<file path="src/rtl/if_id_buffer_pkg.sv">
// Shared pipeline types for the fetch/decode boundary: NOP encoding and the buffered entry layout.
package pipeline_pkg;

   localparam logic [31:0] NOP_INSTR = 32'h0000_0013;

   typedef struct packed {
      logic [31:0] pc;
      logic [31:0] pc_plus4;
      logic [31:0] ins;
   } if_id_t;

endpackage

</file>
<file path="src/rtl/if_id_buffer_if.sv">
// Fetch/decode handshake bundle for if_id_buffer; master is the fetch+decode side, slave is the buffer.
interface if_id_buffer_if #(
   parameter int DATA_WIDTH = 32,
   parameter int PC_WIDTH   = 32,
   parameter int DEPTH      = 2
);
   localparam int CW = $clog2(DEPTH) + 1;

   logic                  flush;
   logic                  valid_f;
   logic                  ready_f;
   logic [PC_WIDTH-1:0]   pc_f;
   logic [PC_WIDTH-1:0]   pc_plus4_f;
   logic [DATA_WIDTH-1:0] ins_f;
   logic                  valid_d;
   logic                  ready_d;
   logic [PC_WIDTH-1:0]   pc_d;
   logic [PC_WIDTH-1:0]   pc_plus4_d;
   logic [DATA_WIDTH-1:0] ins_d;
   logic [CW-1:0]         count;

   modport master (
      output flush, valid_f, pc_f, pc_plus4_f, ins_f, ready_d,
      input  ready_f, valid_d, pc_d, pc_plus4_d, ins_d, count
   );

   modport slave (
      input  flush, valid_f, pc_f, pc_plus4_f, ins_f, ready_d,
      output ready_f, valid_d, pc_d, pc_plus4_d, ins_d, count
   );
endinterface

</file>
<file path="src/rtl/if_id_buffer_mem.sv">
// if_id_mem: DEPTH-entry register array, one synchronous write port, one combinational read port.
module if_id_mem #(
   parameter int  DEPTH   = 2,
   parameter type entry_t = pipeline_pkg::if_id_t,
   localparam int AW      = $clog2(DEPTH)
) (
   input  logic          clk,
   input  logic          we,
   input  logic [AW-1:0] waddr,
   input  entry_t        wdata,
   input  logic [AW-1:0] raddr,
   output entry_t        rdata
);
   entry_t mem [DEPTH];

   always_ff @(posedge clk) begin
      if (we) mem[waddr] <= wdata;
   end

   assign rdata = mem[raddr];
endmodule

</file>
<file path="src/rtl/if_id_buffer.sv">
// IF/ID decoupling FIFO with flush; IF_ID_PERF_EN adds saturating stall/flush counters.
module if_id_buffer
   import pipeline_pkg::*;
#(
   parameter int DATA_WIDTH = 32,
   parameter int PC_WIDTH   = 32,
   parameter int DEPTH      = 2
) (
   input  logic           clk,
   input  logic           rst,
   if_id_buffer_if.slave  bus
`ifdef IF_ID_PERF_EN
   ,
   output logic [31:0]    stall_cnt,
   output logic [31:0]    flush_cnt
`endif
);
   localparam int AW = $clog2(DEPTH);

   typedef struct packed {
      logic [PC_WIDTH-1:0]   pc;
      logic [PC_WIDTH-1:0]   pc_plus4;
      logic [DATA_WIDTH-1:0] ins;
   } entry_t;

   logic [AW:0] wr_ptr, rd_ptr;
   logic        full, empty, push, pop;
   entry_t      wdata, head;

   // Wrap bit distinguishes full from empty when the index bits match.
   assign empty = (wr_ptr == rd_ptr);
   assign full  = (wr_ptr[AW-1:0] == rd_ptr[AW-1:0]) && (wr_ptr[AW] != rd_ptr[AW]);

   assign bus.ready_f = ~full & ~rst;
   assign bus.valid_d = ~empty;
   assign push = bus.valid_f & bus.ready_f & ~bus.flush;
   assign pop  = bus.valid_d & bus.ready_d & ~bus.flush;
   assign bus.count = wr_ptr - rd_ptr;

   always_ff @(posedge clk) begin
      if (rst || bus.flush) begin
         wr_ptr <= '0;
         rd_ptr <= '0;
      end else begin
         if (push) wr_ptr <= wr_ptr + 1'b1;
         if (pop)  rd_ptr <= rd_ptr + 1'b1;
      end
   end

   assign wdata = '{pc: bus.pc_f, pc_plus4: bus.pc_plus4_f, ins: bus.ins_f};

   if_id_mem #(.DEPTH(DEPTH), .entry_t(entry_t)) u_mem (
      .clk   (clk),
      .we    (push),
      .waddr (wr_ptr[AW-1:0]),
      .wdata (wdata),
      .raddr (rd_ptr[AW-1:0]),
      .rdata (head)
   );

   always_comb begin
      bus.pc_d       = '0;
      bus.pc_plus4_d = '0;
      bus.ins_d      = DATA_WIDTH'(NOP_INSTR);
      if (!empty) begin
         bus.pc_d       = head.pc;
         bus.pc_plus4_d = head.pc_plus4;
         bus.ins_d      = head.ins;
      end
   end

`ifdef IF_ID_PERF_EN
   always_ff @(posedge clk) begin
      if (rst) begin
         stall_cnt <= '0;
         flush_cnt <= '0;
      end else begin
         if (bus.valid_f && !bus.ready_f && stall_cnt != '1) stall_cnt <= stall_cnt + 1'b1;
         if (bus.flush && !empty && flush_cnt != '1)         flush_cnt <= flush_cnt + 1'b1;
      end
   end
`endif
endmodule
</file>
<file path="src/flat_wrapper.sv">
// flat-port wrapper written by rule: the top's interface ports become plain ports
module if_id_buffer_flat import pipeline_pkg::*;
#(
   parameter int DATA_WIDTH = 32,
   parameter int PC_WIDTH   = 32,
   parameter int DEPTH      = 2
)
  (clk, rst, bus_flush, bus_valid_f, bus_pc_f, bus_pc_plus4_f, bus_ins_f, bus_ready_d, bus_ready_f, bus_valid_d, bus_pc_d, bus_pc_plus4_d, bus_ins_d, bus_count);
  if_id_buffer_if #(.DATA_WIDTH(DATA_WIDTH), .PC_WIDTH(PC_WIDTH), .DEPTH(DEPTH)) bus_i ();
  input  logic clk;
  input  logic rst;
  input wire logic [$bits(bus_i.flush)-1:0] bus_flush;
  input wire logic [$bits(bus_i.valid_f)-1:0] bus_valid_f;
  input wire logic [$bits(bus_i.pc_f)-1:0] bus_pc_f;
  input wire logic [$bits(bus_i.pc_plus4_f)-1:0] bus_pc_plus4_f;
  input wire logic [$bits(bus_i.ins_f)-1:0] bus_ins_f;
  input wire logic [$bits(bus_i.ready_d)-1:0] bus_ready_d;
  output wire logic [$bits(bus_i.ready_f)-1:0] bus_ready_f;
  output wire logic [$bits(bus_i.valid_d)-1:0] bus_valid_d;
  output wire logic [$bits(bus_i.pc_d)-1:0] bus_pc_d;
  output wire logic [$bits(bus_i.pc_plus4_d)-1:0] bus_pc_plus4_d;
  output wire logic [$bits(bus_i.ins_d)-1:0] bus_ins_d;
  output wire logic [$bits(bus_i.count)-1:0] bus_count;
  assign bus_i.flush = bus_flush;
  assign bus_i.valid_f = bus_valid_f;
  assign bus_i.pc_f = bus_pc_f;
  assign bus_i.pc_plus4_f = bus_pc_plus4_f;
  assign bus_i.ins_f = bus_ins_f;
  assign bus_i.ready_d = bus_ready_d;
  assign bus_ready_f = bus_i.ready_f;
  assign bus_valid_d = bus_i.valid_d;
  assign bus_pc_d = bus_i.pc_d;
  assign bus_pc_plus4_d = bus_i.pc_plus4_d;
  assign bus_ins_d = bus_i.ins_d;
  assign bus_count = bus_i.count;
  if_id_buffer #(.DATA_WIDTH(DATA_WIDTH), .PC_WIDTH(PC_WIDTH), .DEPTH(DEPTH)) u_core (.clk(clk), .rst(rst), .bus(bus_i));
endmodule
</file>
<file path="config.mk">
export PLATFORM = sky130hd
export DESIGN_NAME = if_id_buffer_flat
export DESIGN_NICKNAME = d
export VERILOG_FILES = /design/src/rtl/if_id_buffer_pkg.sv /design/src/rtl/if_id_buffer_if.sv /design/src/rtl/if_id_buffer_mem.sv /design/src/rtl/if_id_buffer.sv /design/src/flat_wrapper.sv
export SDC_FILE = /design/constraint.sdc
export NUM_CORES = 1
export LEC_CHECK = 0
export CORE_MARGIN = 10
export CORE_UTILIZATION = 60
export CTS_CLUSTER_DIAMETER = 40
export DETAILED_ROUTE_END_ITERATION = 16
export DONT_BUFFER_PORTS = 1
export PLACE_DENSITY = 0.83
export SLEW_MARGIN = 10
export SYNTH_ARGS = -nofsm -noshare
export SYNTH_HDL_FRONTEND = slang
export SYNTH_SLANG_ARGS = --single-unit
</file>
<file path="constraint.sdc">
create_clock -name clk -period 6.71 [get_ports clk]
set_clock_uncertainty 0.05 [all_clocks]
set_input_delay 1.0065 -clock clk [delete_from_list [all_inputs] [get_ports clk]]
set_output_delay 1.0065 -clock clk [all_outputs]
set_load 0.02 [all_outputs]
</file>
==> run summary <==
===============================================================================
Final clock period utilization by the worst path                         63.51%
Crit-path slowest cell                                             sky130_fd_sc_hd__buf_4
CP Cell Sequence                                                   inv_1 > ha_1 > and2_4 > buf_4 > inv_1 > nand2_1
Total of endpoints with negative setup slack in the final report              0
Synth warn                                                                    0
Fin. Hold Viols                                                               0
Wire length of the first global-routing pass                          20,710 um
Total power per unit cell area                                     298.5 nW/um2
Number of buffer cells added on primary ports                                 0
Count of antenna-violating nets left after detailed routing                   0
Max-cap violations                                                            0
Global-route usage over all layers                                       15.17%
Post-CTS Hold Fix Bufs                                                        0
First DRT Iteration DRCs                                                    164
Routed wire length                                                    14,290 um
Detailed Routing Iterations Pass 1                                            4
Largest net degree at the start of global routing                            60
Number of antenna repair diodes                                               0
Flip-flop and latch count after synthesis                                   197
Highest clock rate                                                   0.2347 GHz
Nature of the critical path startpoint                                 register
Worst path top cell family by delay                                buffers and inverters
Detailed placer's ending HPWL                                           9925 um
Worst min path class                                                 reg -> reg
Worst-skew pair later-pin latency                                       0.42 ns
Final count of pins violating max slew                                        0
CP most frequent cell                                              sky130_fd_sc_hd__inv_1
RSZ-0062 raised after global routing                                      false
Power consumption                                                      2.593 mW
Transition at the pin with the smallest max-transition slack           1.084 ns
Site Rows                                                                    42
Area of the core region                                              13,140 um2
Minimum clock period                                                   4.261 ns
Gp weighted congestion                                                   0.7839
Post_cts resized                                                              0
Count of mapped cells out of synthesis                                      439
Count of pins on the block boundary                                         201
Routed wire length per instance                                        22.68 um
Total buffers and inverters traversed by the critical path                    3
Antenna violations before repair                                              0
Worst VDD drop                                                        0.2061 mV
Sequential cell area fraction in the yosys report                        73.22%
Data arrival time of the critical path                                  3.20 ns
Clock transition at the registers of the reported paths                 0.07 ns
Area enclosed by the die boundary                                    18,370 um2
DRC violations left                                                           0
CTS tree                                                                  built
Largest fanout of any net on the critical path                               33
Total standard cell area after synthesis                               8011 um2
Number of post-CTS setup repair buffers                                       0
Maximum buffer depth of the clock tree                                        2
Initial core utilization                                                 60.98%
Type of the setup path with the least slack                          reg -> out
Number of buffers inserted during clock tree synthesis                       17
Worst hold slack                                                      0.4896 ns
Die Span Y                                                             135.6 um
Net count after synthesis                                                   541
Static Leakage                                                         2.558 nW
Routed vias                                                               3,504
Number of library cell types mapped by synthesis                             21
Ratio of cells with drive above 1 in the final layout                    22.47%
Required time of the worst setup path                                   5.65 ns
Via density per instance                                                  5.562
Area overhead of the layout relative to synthesis                        8.434%
Average footprint of a synthesized cell                               18.25 um2
Sort of element at the end of the critical path                      output pin
Vias in the first global route                                            3,573
Clock tree root driver cell                                        sky130_fd_sc_hd__clkbuf_16
Outcome                                                            finished, final reports clean
Number of nets at the end of the flow                                       543
Stage delay of the slowest cell on the critical path                    0.69 ns
X dimension of the die                                                 135.6 um
TritonCTS sink count                                                        197
H-tree depth reported by CTS                                                  4
Leftover overflow at the end of global routing                                0
Total negative slack                                                       0 ns
Worst-case headroom to the max-slew limit                                27.58%
===============================================================================
[worst min-delay path, cell delays in order (launching register included)]
cell	delay (ns)
sky130_fd_sc_hd__dfxtp_1	0.34
sky130_fd_sc_hd__nand2_1	0.09
sky130_fd_sc_hd__mux2i_1	0.07
[power by group]
group          switching, mW  internal (mW)
sequential            0.0104           1.38
combinational          0.130         0.0405
clock                  0.438          0.597
total                  0.579           2.01
[layout make-up]
| class | instances | area [um2] |
|---|---|---|
| sequential | 197 | 5869 |
| fill | 875 | 4451 |
| multi-input combinational | 216 | 1923 |
| clock buffer | 17 | 425.4 |
| tap | 176 | 220.2 |
| clock inverter | 15 | 193.9 |
| timing repair buffer | 5 | 37.54 |
| inverter | 4 | 17.52 |
[stage by stage]
| step | cell area, um2 | util [%] | cells | setup slack (ns) |
|---|---|---|---|---|
| after floorplan | 8011 | - | 439 | 0.6731 |
| after global placement | 8068 | 61.41 | 598 | 2.999 |
| after detailed placement | 8068 | 61.41 | 598 | 2.886 |
| after CTS | 8687 | 66.12 | 630 | 2.422 |
| after global routing | 8687 | 66.12 | 630 | 2.287 |
| final | 8687 | 66.12 | 630 | 2.449 |
[registers in the layout (all words and copies together) (netlist names), named ones only]
name,count
u_core.rd_ptr,2
u_core.wr_ptr,2
u_core.u_mem.mem,192
[synthesized netlist by cell type]
cell type / count / area, um2
sky130_fd_sc_hd__edfxtp_1: 192 / 5766
sky130_fd_sc_hd__mux2i_1: 101 / 1011
sky130_fd_sc_hd__nor2_4: 54 / 608.1
sky130_fd_sc_hd__nor2_1: 38 / 142.6
sky130_fd_sc_hd__buf_2: 9 / 45.04
sky130_fd_sc_hd__buf_12: 7 / 140.1
sky130_fd_sc_hd__nand2_1: 7 / 26.28
sky130_fd_sc_hd__nor2_2: 6 / 37.54
sky130_fd_sc_hd__clkbuf_1: 5 / 18.77
sky130_fd_sc_hd__dfxtp_1: 5 / 100.1
sky130_fd_sc_hd__inv_1: 4 / 15.01
sky130_fd_sc_hd__a21boi_0: 2 / 15.01
sky130_fd_sc_hd__and2_4: 1 / 8.760
sky130_fd_sc_hd__buf_6: 1 / 11.26
sky130_fd_sc_hd__ha_1: 1 / 12.51
sky130_fd_sc_hd__nand4_1: 1 / 6.260
sky130_fd_sc_hd__o2111ai_1: 1 / 8.760
sky130_fd_sc_hd__o211ai_1: 1 / 7.510
sky130_fd_sc_hd__or3_1: 1 / 6.260
sky130_fd_sc_hd__xnor2_1: 1 / 8.760
sky130_fd_sc_hd__xnor2_2: 1 / 16.27
[cells in the final DEF, fill, tap and decap left out]
cell,Yosys,final
sky130_fd_sc_hd__dfxtp_4,0,1
sky130_fd_sc_hd__dfxtp_1,5,4
sky130_fd_sc_hd__clkinv_4,0,3
sky130_fd_sc_hd__inv_1,4,3
sky130_fd_sc_hd__and2_4,1,1
sky130_fd_sc_hd__buf_4,0,5
sky130_fd_sc_hd__edfxtp_1,192,192
sky130_fd_sc_hd__clkinvlp_4,0,2
sky130_fd_sc_hd__nor2_2,6,6
sky130_fd_sc_hd__inv_6,0,4
sky130_fd_sc_hd__mux2i_1,101,101
sky130_fd_sc_hd__nor2_4,54,55
sky130_fd_sc_hd__o211ai_1,1,1
sky130_fd_sc_hd__inv_4,0,1
sky130_fd_sc_hd__xnor2_1,1,1
sky130_fd_sc_hd__inv_8,0,2
sky130_fd_sc_hd__or3_1,1,1
sky130_fd_sc_hd__nor2_1,38,37
sky130_fd_sc_hd__clkinv_2,0,1
sky130_fd_sc_hd__o2111ai_1,1,1
sky130_fd_sc_hd__a21boi_0,2,2
sky130_fd_sc_hd__ha_1,1,1
sky130_fd_sc_hd__nand2_1,7,7
sky130_fd_sc_hd__xnor2_2,1,1
sky130_fd_sc_hd__bufinv_16,0,3
sky130_fd_sc_hd__clkbuf_16,0,17
sky130_fd_sc_hd__nand4_1,1,1
[path summary, 6_finish.rpt]
| kind | start | to | slack, ns | cells past startpoint |
|---|---|---|---|---|
| max | u_core.wr_ptr[0] | bus_ins_d[0] | 2.45 | 6 |
| min reg2reg | u_core.rd_ptr[0] | register | 0.49 | 2 |
| min | u_core.rd_ptr[0] | register | 0.49 | 2 |
| max reg2reg | u_core.wr_ptr[0] | u_core.u_mem.mem[0][40] | 3.16 | 6 |
[per-layer routing]
layer,vias to the layer above,routed length (um),global-route usage (%)
met5,-,0,0
met4,0,331,6.878
met3,22,2186,10.53
met2,160,6738,23.41
met1,1690,5032,15.50
li1,1632,-,-
[cell families (layout without fill, tap and decap cells)]
| kind of cell | count (synthesis) | count (layout) | synth area share, % |
|---|---|---|---|
| DFF | 197 | 197 | 73.22 |
| xor gates and xnor gates | 2 | 2 | 0.3124 |
| and+or+nand+nor | 108 | 108 | 10.43 |
| muxes | 101 | 101 | 12.62 |
| buffers and inverters | 26 | 41 | 2.874 |
| adders and majority gates | 1 | 1 | 0.1562 |
| AOI/OAI and AO/OA | 4 | 4 | 0.3904 |
Note: power is estimated with default switching activity, not from simulation.
